$ cat config.mk
export PLATFORM = sky130hd
export DESIGN_NAME = vx_warp_ctl_recv_flat
export DESIGN_NICKNAME = d
export VERILOG_FILES = /design/src/rtl/vx_warp_ctl_recv_pkg.sv /design/src/rtl/vx_warp_ctl_recv_if.sv /design/src/rtl/vx_warp_ctl_recv_ipdom_stack.sv /design/src/rtl/vx_warp_ctl_recv.sv /design/src/flat_wrapper.sv
export SDC_FILE = /design/constraint.sdc
export NUM_CORES = 2
export LEC_CHECK = 0
export BUFFER_PORTS_ARGS = -buffer_cell sky130_fd_sc_hd__buf_4
export CAP_MARGIN = 15
export CORE_ASPECT_RATIO = 1.4
export CORE_MARGIN = 2
export CORE_UTILIZATION = 35
export CTS_BUF_LIST = sky130_fd_sc_hd__clkbuf_16
export CTS_CLUSTER_SIZE = 8
export DETAILED_ROUTE_END_ITERATION = 7
export GPL_ROUTABILITY_DRIVEN = 1
export MAX_ROUTING_LAYER = met4
export PLACE_DENSITY = 0.54
export SYNTH_ARGS = -nofsm -noshare
export SYNTH_HDL_FRONTEND = slang
export SYNTH_HIERARCHICAL = 1
export SYNTH_SLANG_ARGS = --single-unit
$ cat constraint.sdc
create_clock -name clk -period 14.2 [get_ports clk]
set_input_delay 2.13 -clock clk [delete_from_list [all_inputs] [get_ports clk]]
set_output_delay 2.13 -clock clk [all_outputs]
set_load 0.05 [all_outputs]
$ cat src/rtl/vx_warp_ctl_recv_pkg.sv
// ============================================================================
// vx_warp_ctl_recv_pkg
// ----------------------------------------------------------------------------
// Purpose : shared sizing constants and request/entry types for the
//           scheduler-side warp-control receiver and its IPDOM stacks.
// Contents: core geometry (warps, threads, barriers, PC width), divergence
//           stack sizing, the request structs carried by the warp-control
//           interface, the IPDOM stack entry, and a popcount helper.
// Optional: WCTL_PERF_EN (used by the top level) enables perf counters whose
//           width is PERF_CTR_BITS below.
// ============================================================================

`ifndef NUM_WARPS
`define NUM_WARPS 4
`endif

`ifndef NUM_THREADS
`define NUM_THREADS 4
`endif

`ifndef NUM_BARRIERS
`define NUM_BARRIERS 4
`endif

package vx_warp_ctl_recv_pkg;

   localparam int NUM_WARPS     = `NUM_WARPS;
   localparam int NUM_THREADS   = `NUM_THREADS;
   localparam int NUM_BARRIERS  = `NUM_BARRIERS;
   localparam int PC_BITS       = 32;
   localparam int PERF_CTR_BITS = 32;

   localparam int NW_WIDTH = (NUM_WARPS > 1) ? $clog2(NUM_WARPS) : 1;
   localparam int NB_WIDTH = (NUM_BARRIERS > 1) ? $clog2(NUM_BARRIERS) : 1;
   localparam int NW_CNT_W = $clog2(NUM_WARPS + 1);

   // Each divergent split pushes two entries, so twice the thread count
   // covers the deepest possible nesting.
   localparam int DV_STACK_SIZE  = 2 * NUM_THREADS;
   localparam int DV_STACK_SIZEW = $clog2(DV_STACK_SIZE + 1);
   localparam int DV_STACK_ADDRW = (DV_STACK_SIZE > 1) ? $clog2(DV_STACK_SIZE) : 1;

   typedef struct packed {
      logic                   valid;
      logic [NUM_THREADS-1:0] tmask;
   } tmc_t;

   typedef struct packed {
      logic                 valid;
      logic [NUM_WARPS-1:0] wmask;
      logic [PC_BITS-1:0]   pc;
   } wspawn_t;

   typedef struct packed {
      logic                   valid;
      logic                   is_dvg;
      logic [NUM_THREADS-1:0] then_tmask;
      logic [NUM_THREADS-1:0] else_tmask;
      logic [PC_BITS-1:0]     next_pc;
   } split_t;

   typedef struct packed {
      logic                      valid;
      logic [DV_STACK_SIZEW-1:0] stack_ptr;
   } join_t;

   typedef struct packed {
      logic                valid;
      logic [NB_WIDTH-1:0] id;
      logic                is_global;
      logic [NW_WIDTH-1:0] size_m1;
      logic                is_noop;
   } barrier_t;

   typedef struct packed {
      logic [NUM_THREADS-1:0] tmask;
      logic [PC_BITS-1:0]     pc;
      logic                   is_else;
   } ipdom_entry_t;

   // Number of set bits in a warp-wide vector.
   function automatic logic [NW_CNT_W-1:0] count_ones(input logic [NUM_WARPS-1:0] vec);
      logic [NW_CNT_W-1:0] total;
      total = '0;
      for (int i = 0; i < NUM_WARPS; i++) begin
         total = total + NW_CNT_W'(vec[i]);
      end
      return total;
   endfunction

endpackage

$ cat src/rtl/vx_warp_ctl_recv_if.sv
// ============================================================================
// vx_warp_ctl_recv_if
// ----------------------------------------------------------------------------
// Purpose : request channel from the SFU warp-control unit to the scheduler.
// Signals : valid, wid        - request strobe and target warp
//           tmc/wspawn/split/sjoin/barrier - at most one .valid per request
//           dvstack_wid       - warp whose stack pointer is being looked up
//           dvstack_ptr       - combinational answer for dvstack_wid
// Modports: master (SFU side drives requests), slave (scheduler side).
// ============================================================================

interface vx_warp_ctl_recv_if;
   import vx_warp_ctl_recv_pkg::*;

   logic                      valid;
   logic [NW_WIDTH-1:0]       wid;
   tmc_t                      tmc;
   wspawn_t                   wspawn;
   split_t                    split;
   join_t                     sjoin;
   barrier_t                  barrier;
   logic [NW_WIDTH-1:0]       dvstack_wid;
   logic [DV_STACK_SIZEW-1:0] dvstack_ptr;

   modport master (
      output valid, wid, tmc, wspawn, split, sjoin, barrier, dvstack_wid,
      input  dvstack_ptr
   );

   modport slave (
      input  valid, wid, tmc, wspawn, split, sjoin, barrier, dvstack_wid,
      output dvstack_ptr
   );

endinterface

$ cat src/rtl/vx_warp_ctl_recv_ipdom_stack.sv
// ============================================================================
// vx_warp_ctl_recv_ipdom_stack
// ----------------------------------------------------------------------------
// Purpose : one warp's IPDOM divergence stack. A divergent split pushes two
//           entries at once (lo then hi, hi ends on top); a join pops one.
// Ports   : clk, reset         - clock, synchronous active-high reset
//           push2              - push lo_entry and hi_entry this cycle
//           lo_entry, hi_entry - entries to push (hi_entry becomes top)
//           pop                - drop the top entry
//           top_entry          - current top of stack (undefined when empty)
//           ptr                - number of valid entries
// ============================================================================

module vx_warp_ctl_recv_ipdom_stack
   import vx_warp_ctl_recv_pkg::*;
(
   input  logic                      clk,
   input  logic                      reset,
   input  logic                      push2,
   input  ipdom_entry_t              lo_entry,
   input  ipdom_entry_t              hi_entry,
   input  logic                      pop,
   output ipdom_entry_t              top_entry,
   output logic [DV_STACK_SIZEW-1:0] ptr
);

   ipdom_entry_t              entries [DV_STACK_SIZE];
   logic [DV_STACK_ADDRW-1:0] lo_idx;
   logic [DV_STACK_ADDRW-1:0] hi_idx;
   logic [DV_STACK_ADDRW-1:0] top_idx;
   logic                      push_ok;
   logic                      pop_ok;

   // The stack also refuses an overfull push or an empty pop on its own,
   // so a bad request can never corrupt the pointer.
   assign push_ok   = push2 && (ptr <= DV_STACK_SIZEW'(DV_STACK_SIZE - 2));
   assign pop_ok    = pop && !push2 && (ptr != '0);
   assign lo_idx    = ptr[DV_STACK_ADDRW-1:0];
   assign hi_idx    = lo_idx + DV_STACK_ADDRW'(1);
   assign top_idx   = DV_STACK_ADDRW'(ptr - DV_STACK_SIZEW'(1));
   assign top_entry = entries[top_idx];

   // Entry storage carries no reset: the pointer alone decides which
   // entries are meaningful.
   always_ff @(posedge clk) begin
      if (push_ok) begin
         entries[lo_idx] <= lo_entry;
         entries[hi_idx] <= hi_entry;
      end
   end

   // Pointer moves up by two on a push, down by one on a pop.
   always_ff @(posedge clk) begin
      if (reset) begin
         ptr <= '0;
      end else if (push_ok) begin
         ptr <= ptr + DV_STACK_SIZEW'(2);
      end else if (pop_ok) begin
         ptr <= ptr - DV_STACK_SIZEW'(1);
      end
   end

endmodule

$ cat src/rtl/vx_warp_ctl_recv.sv
// ============================================================================
// vx_warp_ctl_recv
// ----------------------------------------------------------------------------
// Purpose : scheduler-side receiver of warp-control requests. Applies
//           tmc / wspawn / split / join / barrier to the per-warp state
//           (active mask, thread masks, IPDOM stacks, local barriers) and
//           emits PC redirects and spawn pulses to the scheduler.
// Ports   : clk, reset      - clock, synchronous active-high reset
//           warp_ctl_if     - slave modport: requests in, dvstack_ptr out
//           warp_active     - active-warp mask
//           thread_masks    - per-warp thread mask
//           warp_stalled    - warps held at a barrier
//           redirect_valid/redirect_wid/redirect_pc - one-cycle resume pulse
//           spawn_valid/spawn_mask/spawn_pc         - one-cycle spawn pulse
//           dvstack_ovf     - sticky flag: divergent split on a full stack
// Optional: WCTL_PERF_EN adds perf_splits, perf_joins_redirect and
//           perf_bar_stall_cycles counters (wrap on overflow).
// ============================================================================

module vx_warp_ctl_recv
   import vx_warp_ctl_recv_pkg::*;
(
   input  logic                                    clk,
   input  logic                                    reset,
   vx_warp_ctl_recv_if.slave                       warp_ctl_if,
   output logic [NUM_WARPS-1:0]                    warp_active,
   output logic [NUM_WARPS-1:0][NUM_THREADS-1:0]   thread_masks,
   output logic [NUM_WARPS-1:0]                    warp_stalled,
   output logic                                    redirect_valid,
   output logic [NW_WIDTH-1:0]                     redirect_wid,
   output logic [PC_BITS-1:0]                      redirect_pc,
   output logic                                    spawn_valid,
   output logic [NUM_WARPS-1:0]                    spawn_mask,
   output logic [PC_BITS-1:0]                      spawn_pc,
   output logic                                    dvstack_ovf
`ifdef WCTL_PERF_EN
  ,output logic [PERF_CTR_BITS-1:0]                perf_splits
  ,output logic [PERF_CTR_BITS-1:0]                perf_joins_redirect
  ,output logic [PERF_CTR_BITS-1:0]                perf_bar_stall_cycles
`endif
);

   logic [NW_WIDTH-1:0]                   wid;
   logic [NUM_WARPS-1:0]                  spawn_bits;
   logic                                  can_push;

   logic [NUM_BARRIERS-1:0][NUM_WARPS-1:0] bar_mask;
   logic [NUM_BARRIERS-1:0][NW_WIDTH-1:0]  bar_cnt;

   logic [NUM_WARPS-1:0]                   active_n;
   logic [NUM_WARPS-1:0][NUM_THREADS-1:0]  masks_n;
   logic [NUM_WARPS-1:0]                   stalled_n;
   logic [NUM_BARRIERS-1:0][NUM_WARPS-1:0] bar_mask_n;
   logic [NUM_BARRIERS-1:0][NW_WIDTH-1:0]  bar_cnt_n;
   logic                                   redirect_valid_n;
   logic [NW_WIDTH-1:0]                    redirect_wid_n;
   logic [PC_BITS-1:0]                     redirect_pc_n;
   logic                                   spawn_valid_n;
   logic [NUM_WARPS-1:0]                   spawn_mask_n;
   logic [PC_BITS-1:0]                     spawn_pc_n;
   logic                                   ovf_n;

   logic [NUM_WARPS-1:0]                   push2;
   logic [NUM_WARPS-1:0]                   pop;
   ipdom_entry_t                           lo_entry;
   ipdom_entry_t                           hi_entry;
   ipdom_entry_t                           top_entry  [NUM_WARPS];
   logic [DV_STACK_SIZEW-1:0]              stack_ptrs [NUM_WARPS];

   assign wid        = warp_ctl_if.wid;
   // Warp 0 is always running, so a spawn never touches it.
   assign spawn_bits = warp_ctl_if.wspawn.wmask & ~NUM_WARPS'(1);
   assign can_push   = stack_ptrs[wid] <= DV_STACK_SIZEW'(DV_STACK_SIZE - 2);

   // A divergent split saves the pre-split mask underneath and the else
   // branch on top, so the first join runs the else side and the second
   // join restores the full mask.
   assign lo_entry = '{tmask: thread_masks[wid], pc: warp_ctl_if.split.next_pc, is_else: 1'b0};
   assign hi_entry = '{tmask: warp_ctl_if.split.else_tmask, pc: warp_ctl_if.split.next_pc, is_else: 1'b1};

   assign warp_ctl_if.dvstack_ptr = stack_ptrs[warp_ctl_if.dvstack_wid];

   // One IPDOM stack per warp; only the addressed warp ever sees push/pop.
   for (genvar w = 0; w < NUM_WARPS; w++) begin : g_stack
      vx_warp_ctl_recv_ipdom_stack u_stack (
         .clk       (clk),
         .reset     (reset),
         .push2     (push2[w]),
         .lo_entry  (lo_entry),
         .hi_entry  (hi_entry),
         .pop       (pop[w]),
         .top_entry (top_entry[w]),
         .ptr       (stack_ptrs[w])
      );
   end

   // Next-state decode for the single request of this cycle. Everything
   // starts from the current registered values and only the fields the
   // request touches are overridden; pulses default low.
   always_comb begin
      active_n         = warp_active;
      masks_n          = thread_masks;
      stalled_n        = warp_stalled;
      bar_mask_n       = bar_mask;
      bar_cnt_n        = bar_cnt;
      redirect_valid_n = 1'b0;
      redirect_wid_n   = redirect_wid;
      redirect_pc_n    = redirect_pc;
      spawn_valid_n    = 1'b0;
      spawn_mask_n     = spawn_mask;
      spawn_pc_n       = spawn_pc;
      ovf_n            = dvstack_ovf;
      push2            = '0;
      pop              = '0;

      if (warp_ctl_if.valid) begin
         if (warp_ctl_if.tmc.valid) begin
            masks_n[wid] = warp_ctl_if.tmc.tmask;
            if (warp_ctl_if.tmc.tmask == '0) begin
               // A retiring warp must not keep a barrier waiting on it, so
               // it leaves every barrier it joined and the arrival count
               // drops with it.
               active_n[wid]  = 1'b0;
               stalled_n[wid] = 1'b0;
               for (int b = 0; b < NUM_BARRIERS; b++) begin
                  if (bar_mask[b][wid]) begin
                     bar_mask_n[b][wid] = 1'b0;
                     bar_cnt_n[b]       = bar_cnt[b] - NW_WIDTH'(1);
                  end
               end
            end
         end

         if (warp_ctl_if.wspawn.valid) begin
            active_n = warp_active | spawn_bits;
            for (int w = 1; w < NUM_WARPS; w++) begin
               if (spawn_bits[w]) begin
                  masks_n[w] = NUM_THREADS'(1);
               end
            end
            spawn_valid_n = 1'b1;
            spawn_mask_n  = spawn_bits;
            spawn_pc_n    = warp_ctl_if.wspawn.pc;
         end

         if (warp_ctl_if.split.valid && warp_ctl_if.split.is_dvg) begin
            if (can_push) begin
               push2[wid]   = 1'b1;
               masks_n[wid] = warp_ctl_if.split.then_tmask;
            end else begin
               ovf_n = 1'b1;
            end
         end

         // A join whose saved pointer already matches means the split it
         // pairs with was not divergent; nothing to pop.
         if (warp_ctl_if.sjoin.valid && (stack_ptrs[wid] != warp_ctl_if.sjoin.stack_ptr)
             && (stack_ptrs[wid] != '0)) begin
            pop[wid]     = 1'b1;
            masks_n[wid] = top_entry[wid].tmask;
            if (top_entry[wid].is_else) begin
               redirect_valid_n = 1'b1;
               redirect_wid_n   = wid;
               redirect_pc_n    = top_entry[wid].pc;
            end
         end

         if (warp_ctl_if.barrier.valid && !warp_ctl_if.barrier.is_noop
             && !warp_ctl_if.barrier.is_global) begin
            if (bar_cnt[warp_ctl_if.barrier.id] == warp_ctl_if.barrier.size_m1) begin
               // Last arrival: everyone waiting goes, and the arriving warp
               // never stalls.
               stalled_n                        = warp_stalled & ~bar_mask[warp_ctl_if.barrier.id];
               bar_mask_n[warp_ctl_if.barrier.id] = '0;
               bar_cnt_n[warp_ctl_if.barrier.id]  = '0;
            end else begin
               bar_mask_n[warp_ctl_if.barrier.id][wid] = 1'b1;
               bar_cnt_n[warp_ctl_if.barrier.id]       = bar_cnt[warp_ctl_if.barrier.id] + NW_WIDTH'(1);
               stalled_n[wid]                          = 1'b1;
            end
         end
      end
   end

   // State and output registers. Reset leaves only warp 0 running with a
   // single thread and wipes any in-flight barrier or pulse.
   always_ff @(posedge clk) begin
      if (reset) begin
         warp_active     <= NUM_WARPS'(1);
         thread_masks    <= '0;
         thread_masks[0] <= NUM_THREADS'(1);
         warp_stalled    <= '0;
         bar_mask        <= '0;
         bar_cnt         <= '0;
         redirect_valid  <= 1'b0;
         redirect_wid    <= '0;
         redirect_pc     <= '0;
         spawn_valid     <= 1'b0;
         spawn_mask      <= '0;
         spawn_pc        <= '0;
         dvstack_ovf     <= 1'b0;
      end else begin
         warp_active     <= active_n;
         thread_masks    <= masks_n;
         warp_stalled    <= stalled_n;
         bar_mask        <= bar_mask_n;
         bar_cnt         <= bar_cnt_n;
         redirect_valid  <= redirect_valid_n;
         redirect_wid    <= redirect_wid_n;
         redirect_pc     <= redirect_pc_n;
         spawn_valid     <= spawn_valid_n;
         spawn_mask      <= spawn_mask_n;
         spawn_pc        <= spawn_pc_n;
         dvstack_ovf     <= ovf_n;
      end
   end

`ifdef WCTL_PERF_EN
   // Event counters: divergent splits that actually pushed, joins that
   // produced a redirect, and warp-cycles spent stalled at barriers.
   always_ff @(posedge clk) begin
      if (reset) begin
         perf_splits           <= '0;
         perf_joins_redirect   <= '0;
         perf_bar_stall_cycles <= '0;
      end else begin
         perf_splits           <= perf_splits + PERF_CTR_BITS'(|push2);
         perf_joins_redirect   <= perf_joins_redirect + PERF_CTR_BITS'(redirect_valid);
         perf_bar_stall_cycles <= perf_bar_stall_cycles + PERF_CTR_BITS'(count_ones(warp_stalled));
      end
   end
`endif

   // Protocol checks on the request channel.
   assert property (@(posedge clk) disable iff (reset)
      warp_ctl_if.valid |-> $onehot0({warp_ctl_if.tmc.valid, warp_ctl_if.wspawn.valid,
                                      warp_ctl_if.split.valid, warp_ctl_if.sjoin.valid,
                                      warp_ctl_if.barrier.valid}));

   assert property (@(posedge clk) disable iff (reset)
      (warp_ctl_if.valid && warp_ctl_if.sjoin.valid && (stack_ptrs[wid] == '0))
         |-> (warp_ctl_if.sjoin.stack_ptr == '0));

   assert property (@(posedge clk) disable iff (reset)
      (warp_ctl_if.valid && warp_ctl_if.barrier.valid && !warp_ctl_if.barrier.is_noop)
         |-> !warp_ctl_if.barrier.is_global);

endmodule

$ cat src/flat_wrapper.sv
// flat-port wrapper written by rule: the top's interface ports become plain ports
module vx_warp_ctl_recv_flat import vx_warp_ctl_recv_pkg::*;
  (clk, reset, warp_active, thread_masks, warp_stalled, redirect_valid, redirect_wid, redirect_pc, spawn_valid, spawn_mask, spawn_pc, dvstack_ovf, warp_ctl_if_valid, warp_ctl_if_wid, warp_ctl_if_tmc, warp_ctl_if_wspawn, warp_ctl_if_split, warp_ctl_if_sjoin, warp_ctl_if_barrier, warp_ctl_if_dvstack_wid, warp_ctl_if_dvstack_ptr);
  vx_warp_ctl_recv_if warp_ctl_if_i ();
  input  logic clk;
  input  logic reset;
  output logic [NUM_WARPS-1:0] warp_active;
  output logic [NUM_WARPS-1:0][NUM_THREADS-1:0] thread_masks;
  output logic [NUM_WARPS-1:0] warp_stalled;
  output logic redirect_valid;
  output logic [NW_WIDTH-1:0] redirect_wid;
  output logic [PC_BITS-1:0] redirect_pc;
  output logic spawn_valid;
  output logic [NUM_WARPS-1:0] spawn_mask;
  output logic [PC_BITS-1:0] spawn_pc;
  output logic dvstack_ovf;
  input wire logic [$bits(warp_ctl_if_i.valid)-1:0] warp_ctl_if_valid;
  input wire logic [$bits(warp_ctl_if_i.wid)-1:0] warp_ctl_if_wid;
  input wire logic [$bits(warp_ctl_if_i.tmc)-1:0] warp_ctl_if_tmc;
  input wire logic [$bits(warp_ctl_if_i.wspawn)-1:0] warp_ctl_if_wspawn;
  input wire logic [$bits(warp_ctl_if_i.split)-1:0] warp_ctl_if_split;
  input wire logic [$bits(warp_ctl_if_i.sjoin)-1:0] warp_ctl_if_sjoin;
  input wire logic [$bits(warp_ctl_if_i.barrier)-1:0] warp_ctl_if_barrier;
  input wire logic [$bits(warp_ctl_if_i.dvstack_wid)-1:0] warp_ctl_if_dvstack_wid;
  output wire logic [$bits(warp_ctl_if_i.dvstack_ptr)-1:0] warp_ctl_if_dvstack_ptr;
  assign warp_ctl_if_i.valid = warp_ctl_if_valid;
  assign warp_ctl_if_i.wid = warp_ctl_if_wid;
  assign warp_ctl_if_i.tmc = warp_ctl_if_tmc;
  assign warp_ctl_if_i.wspawn = warp_ctl_if_wspawn;
  assign warp_ctl_if_i.split = warp_ctl_if_split;
  assign warp_ctl_if_i.sjoin = warp_ctl_if_sjoin;
  assign warp_ctl_if_i.barrier = warp_ctl_if_barrier;
  assign warp_ctl_if_i.dvstack_wid = warp_ctl_if_dvstack_wid;
  assign warp_ctl_if_dvstack_ptr = warp_ctl_if_i.dvstack_ptr;
  vx_warp_ctl_recv u_core (.clk(clk), .reset(reset), .warp_ctl_if(warp_ctl_if_i), .warp_active(warp_active), .thread_masks(thread_masks), .warp_stalled(warp_stalled), .redirect_valid(redirect_valid), .redirect_wid(redirect_wid), .redirect_pc(redirect_pc), .spawn_valid(spawn_valid), .spawn_mask(spawn_mask), .spawn_pc(spawn_pc), .dvstack_ovf(dvstack_ovf));
endmodule
* After elaboration in Yosys (flattened, before gate mapping) *
Memories as Yosys holds them, arrays and structs flattened.
Index checks and enable logic that the tools add are counted.

storage, ports and cells
  register bits = 136
  memory bits (writable) = 1184
  input port bits = 103
  output and inout bits = 101
  memories = 4

cells by class
  add/subtract/negate cells = 17
  magnitude comparators = 11
  eq/ne operators = 2
  multiplexer cells = 97
  bitwise operators = 21
  reduce and logical (&&, ||, !) cells = 43

memories
  name                               words  width  read ports  clocked after Yosys merged registers in  wr ports  line                                RTL
  u_core.g_stack[0].u_stack.entries  8      37     1           0                                        2         vx_warp_ctl_recv_ipdom_stack.sv:27  ipdom_entry_t entries [DV_STACK_SIZE];
  u_core.g_stack[1].u_stack.entries  8      37     1           0                                        2         vx_warp_ctl_recv_ipdom_stack.sv:27
  u_core.g_stack[2].u_stack.entries  8      37     1           0                                        2         vx_warp_ctl_recv_ipdom_stack.sv:27
  u_core.g_stack[3].u_stack.entries  8      37     1           0                                        2         vx_warp_ctl_recv_ipdom_stack.sv:27

operators by type and width
  cell                                                  number
  two-way mux 16 bit                                    11
  two-way mux 4 bit                                     37
  binary-select mux 37 bit (select 2 bit)               1
  two-way mux 37 bit                                    2
  bitwise mux 16 bit                                    3
  two-way mux 8 bit                                     5
  binary-select mux 4 bit (select 2 bit)                4
  bitwise AND 4 bit                                     7
  demux 4 bit (select 2 bit)                            3
  two-way mux 12 bit                                    2
  <= comparator 4 x 3 -> 1 bit (second input constant)  5
  nonzero test 4 bit                                    5
  logical AND 1 bit                                     19
  adder 4 x 2 -> 4 bit (second input constant)          4
  bitwise AND 16 bit                                    1
  inverter 16 bit                                       1
  bitwise OR 16 bit                                     1
  subtractor 4 x 1 -> 4 bit (second input constant)     4
  two-way mux 1 bit                                     15
  adder 3 x 1 -> 3 bit (second input constant)          4
  two-way mux 2 bit                                     6
  nonzero test 2 bit                                    6
  AND reduction 3 bit                                   3
  bitwise AND 8 bit                                     1
  22 further kinds                                      41

* Longest topological paths before layout *
  word-level depth = 16
  depth in mapped cells = 14
  depth with buffers taken out = 9

* Modules after synthesis *
Netlist, hierarchy kept.

modules (own cells, without submodules)
  module                                                         instances  cells each  area each (um^2)
  vx_warp_ctl_recv_ipdom_stack at u_core.g_stack[0].u_stack ...  2          823         15209.6
  vx_warp_ctl_recv_ipdom_stack at u_core.g_stack[2].u_stack      1          822         15265.9
  vx_warp_ctl_recv_ipdom_stack at u_core.g_stack[3].u_stack      1          822         15263.4
  vx_warp_ctl_recv                                               1          740         6794.0

* Worst setup path after synthesis *
OpenSTA, ideal clock, no wires.

  kind = input to register
  start = input port warp_ctl_if_wid[0]
  end = memory u_core/g_stack[0].u_stack/entries[7][0] (netlist bit) (enable)
  setup time = 0.444 ns
  data arrival time = 5.787 ns
  data required time = 13.756 ns
  slack = 7.970 ns
  stages = 9
  path buffers = 1
  cells stage by stage = mux4_1 > and3_1 > buf_6 > nor3_4 > nand2_1 > nor2_1 > nor2b_1 > nand2_1 > a21oi_1

RTL lines
  what             line                                RTL
  start, declared  flat_wrapper.sv:18                  input wire logic [$bits(warp_ctl_if_i.wid)-1:0] warp_ctl_if_wid;
  end, declared    vx_warp_ctl_recv_ipdom_stack.sv:27

==> metrics.cfg <==
[sta]
grt_setup_unrepaired = no
finalSetupViolations = 0
tightest_slew_ns = 1.16
fin_skew_ns = 0.0509
max_clock_freq_mhz = 145
slew_violations = 0
fin_crit_ns = 6.92
relSlewSlack_pct = 22.7
tns_ns = 0
setup_slack_ns = 7.28
period_share_pct = 48.7
hold_viol = 0

[route]
avgViaCountPerCell = 5.44
post_drt_wl_per_cell_um = 29.9
final_antenna_net_count = 0
drc_errors = 0
first_iter_violations = 2659
route.vias.total = 37400
drtPass1Iterations = 5
routed_wl_mm = 206

[floorplan]
die_h_um = 525
die_area_mm2 = 0.197
start_util_pct = 35.1
die_x_um = 376
core_area_mm2 = 0.193
rows = 191
io_pins = 204

[power]
leakagePower_nw = 25.5
peakVddDrop_mv = 0.0847
powerDensity_mw_per_mm2 = 114

[clocking]
cts_sinks = 1320
cts-htree-levels = 4
cts_tree = yes
cts_setup_buffers = 0
hold_buffers = 0
ctsLongestPathBuffers = 4
cts_root_buf = clkbuf_16
cts.repair.resized = 0
clk_transition_reported_paths_ns = 0.05
numCtsBuffers = 191
clock_latency_ns = 0.82

[synthesis]
synth_area_mm2 = 0.0677
yosysWarnings = 6
synthesis.instances = 4030
synth_seq_area_share_pct = 56.5
syn_avg_cell_area_um2 = 16.8
synth_cell_type_count = 68
ys.flop_type = edfxtp_1
synth-edff-count = 1184
ys_seq_elements = 1320
async_reset_ff_share_pct = 0

[critical_path]
r2r-end = u_core/g_stack[3].u_stack/entries[2][12]$_DFFE_PP_
required_ns = 14.60
crit_path_end_kind = flop
cp-start-kind = input port
crit_type = in -> reg
reg2reg_slack_ns = 8.75
crit_fanout = 38
r2r_start = u_core/g_stack[0].u_stack/ptr[0]$_SDFFE_PP0P_
rr_worst_depth = 11
cp_data_arrival_time_ns = 7.32

[place]
port-buffer-count = 201
pre_cts_slack_ns = 6.49
dpl.hpwl_mm = 118
place.gp.congestion = 0.851

[worst_hold_path]
min_path_type = reg -> reg
min_to = u_core/spawn_pc[24]$_SDFFE_PP0P_
min_path_cells = 2
min_from = u_core/spawn_pc[24]$_SDFFE_PP0P_

[final_layout]
drive_above_1_share_pct = 46.0
fillCellCount = 17500
layout_commonest_cell = edfxtp_1
syn_to_final_growth_pct = 13.7
layout_common_cells = edfxtp_1 (1184), mux2_2 (1028), mux4_2 (348)
nNetsFinal = 4448

[grt]
grtUsageTotal_pct = 21.3
grt_pass1_wl_mm = 292
grt_pass1_vias = 38500
grt_max_degree = 65
grt_overflow = 0
antenna_found_initial = 5

[run]
drv_cap = 0

[outcome]
outcome = finished, final reports clean

## kinds of logic (layout without fill, tap and decap cells)
kind of cell / Yosys count / after routing / synth area share [%]
buffers and inverters: 282 / 560 / 2.67
XOR/XNOR: 26 / 26 / 0.403
other: 2 / 68 / 0.0111
AND/OR/NAND/NOR: 407 / 407 / 2.91
adder cells (fa/ha/maj): 28 / 28 / 0.517
AO/OA/AOI/OAI: 215 / 215 / 1.92
flip-flops: 1320 / 1320 / 56.5
multiplexers: 1750 / 1750 / 35.1
## per-layer routing
| metal | vias up | wire length [um] | GRT usage (%) |
|---|---|---|---|
| met2 | 1133 | 107000 | 37.2 |
| li1 | 16600 | - | - |
| met1 | 19300 | 81300 | 25.2 |
| met5 | - | 0 | - |
| met4 | 0 | 8400 | 8.01 |
| met3 | 374 | 9450 | 2.53 |
## cell usage after synthesis (all sizes together) (10+ instances only)
cell | number | area (um2)
clkbuf | 63 | 236
ha | 28 | 350
nand2 | 186 | 728
nor2 | 111 | 438
nand3 | 17 | 90.1
inv | 19 | 71.3
or3 | 12 | 75.1
nor3 | 17 | 174
buf | 200 | 1500
o21ai | 65 | 325
a21o | 19 | 143
a21oi | 84 | 420
nand2b | 17 | 106
mux2 | 1342 | 15300
dfxtp | 136 | 2720
mux4 | 351 | 7920
and3 | 10 | 62.6
xnor2 | 17 | 149
mux2i | 57 | 571
edfxtp | 1184 | 35600
## final cells by class
class | instances | area (um2) | share of cell area [%]
clock buffers | 193 | 4830 | 6.27
inverters | 19 | 71.3 | 0.0926
flip-flops and latches | 1320 | 38300 | 49.7
multi-input cells | 2491 | 28200 | 36.6
diodes | 3 | 7.51 | 0.00975
clock inverters | 54 | 235 | 0.305
well taps | 2509 | 3140 | 4.08
repair buffers | 294 | 2230 | 2.89
## registers in the layout (all words and copies together), names as in the netlist
signal and cells:
u_core/spawn_mask 3, u_core/g_stack.u_stack/entries 1184, u_core/dvstack_ovf 1, u_core/g_stack.u_stack/ptr 16
u_core/redirect_valid 1, u_core/spawn_valid 1, u_core/warp_stalled 4, u_core/redirect_wid 2
u_core/bar_mask 16, u_core/bar_cnt 8, u_core/redirect_pc 32, u_core/thread_masks 16
u_core/spawn_pc 32, u_core/warp_active 4
## worst max-delay path, stage by stage
cell and delay [ns]:
buf_4 0.60, mux4_1 0.78, and3_1 0.39, nor3_4 0.40
nand2_1 0.19, nor2_1 0.22, nor2b_2 0.32, nand3_1 0.25
nor2_4 0.19, buf_4 0.66, a21o_2 0.49, buf_4 0.56
## stage by stage
step | area, um2 | util [%] | hold WS, ns | cells | total power [mW]
3_3_place_gp | 71900 | 37.3 | 0.436 | 6632 | 4.82
5_1_grt | 77000 | 39.9 | 0.473 | 6883 | 9.06
6_report | 77000 | 39.9 | 0.452 | 6883 | 8.77
4_1_cts | 77000 | 39.9 | 0.453 | 6880 | 8.88
3_5_place_dp | 72000 | 37.3 | 0.447 | 6633 | 4.83
2_1_floorplan | 68000 | - | 0.442 | 4093 | 4.63
## how the worst max path moves through the flow
stage / startpoint / to / slack [ns] / cells past startpoint
floorplan: warp_ctl_if_wid[0] / u_core/g_stack[0].u_stack/entries[7][0]$_DFFE_PP_ / 7.97 / 9
global placement: warp_ctl_if_wid[0] / u_core/g_stack[3].u_stack/entries[2][0]$_DFFE_PP_ / 6.61 / 12
detailed placement: warp_ctl_if_wid[0] / u_core/g_stack[3].u_stack/entries[2][0]$_DFFE_PP_ / 6.49 / 12
CTS: warp_ctl_if_wid[0] / u_core/g_stack[3].u_stack/entries[2][23]$_DFFE_PP_ / 7.33 / 12
global route: warp_ctl_if_wid[0] / u_core/g_stack[3].u_stack/entries[3][23]$_DFFE_PP_ / 7.04 / 12
finish: warp_ctl_if_wid[0] / u_core/g_stack[3].u_stack/entries[2][12]$_DFFE_PP_ / 7.28 / 12
## power breakdown
group	internal (mW)	total, mW	switching [mW]
Sequential	4.25	4.26	0.00980
Clock	2.38	4.02	1.64
Combinational	0.210	0.489	0.279
No activity file was read; power rests on OpenSTA's default activity.
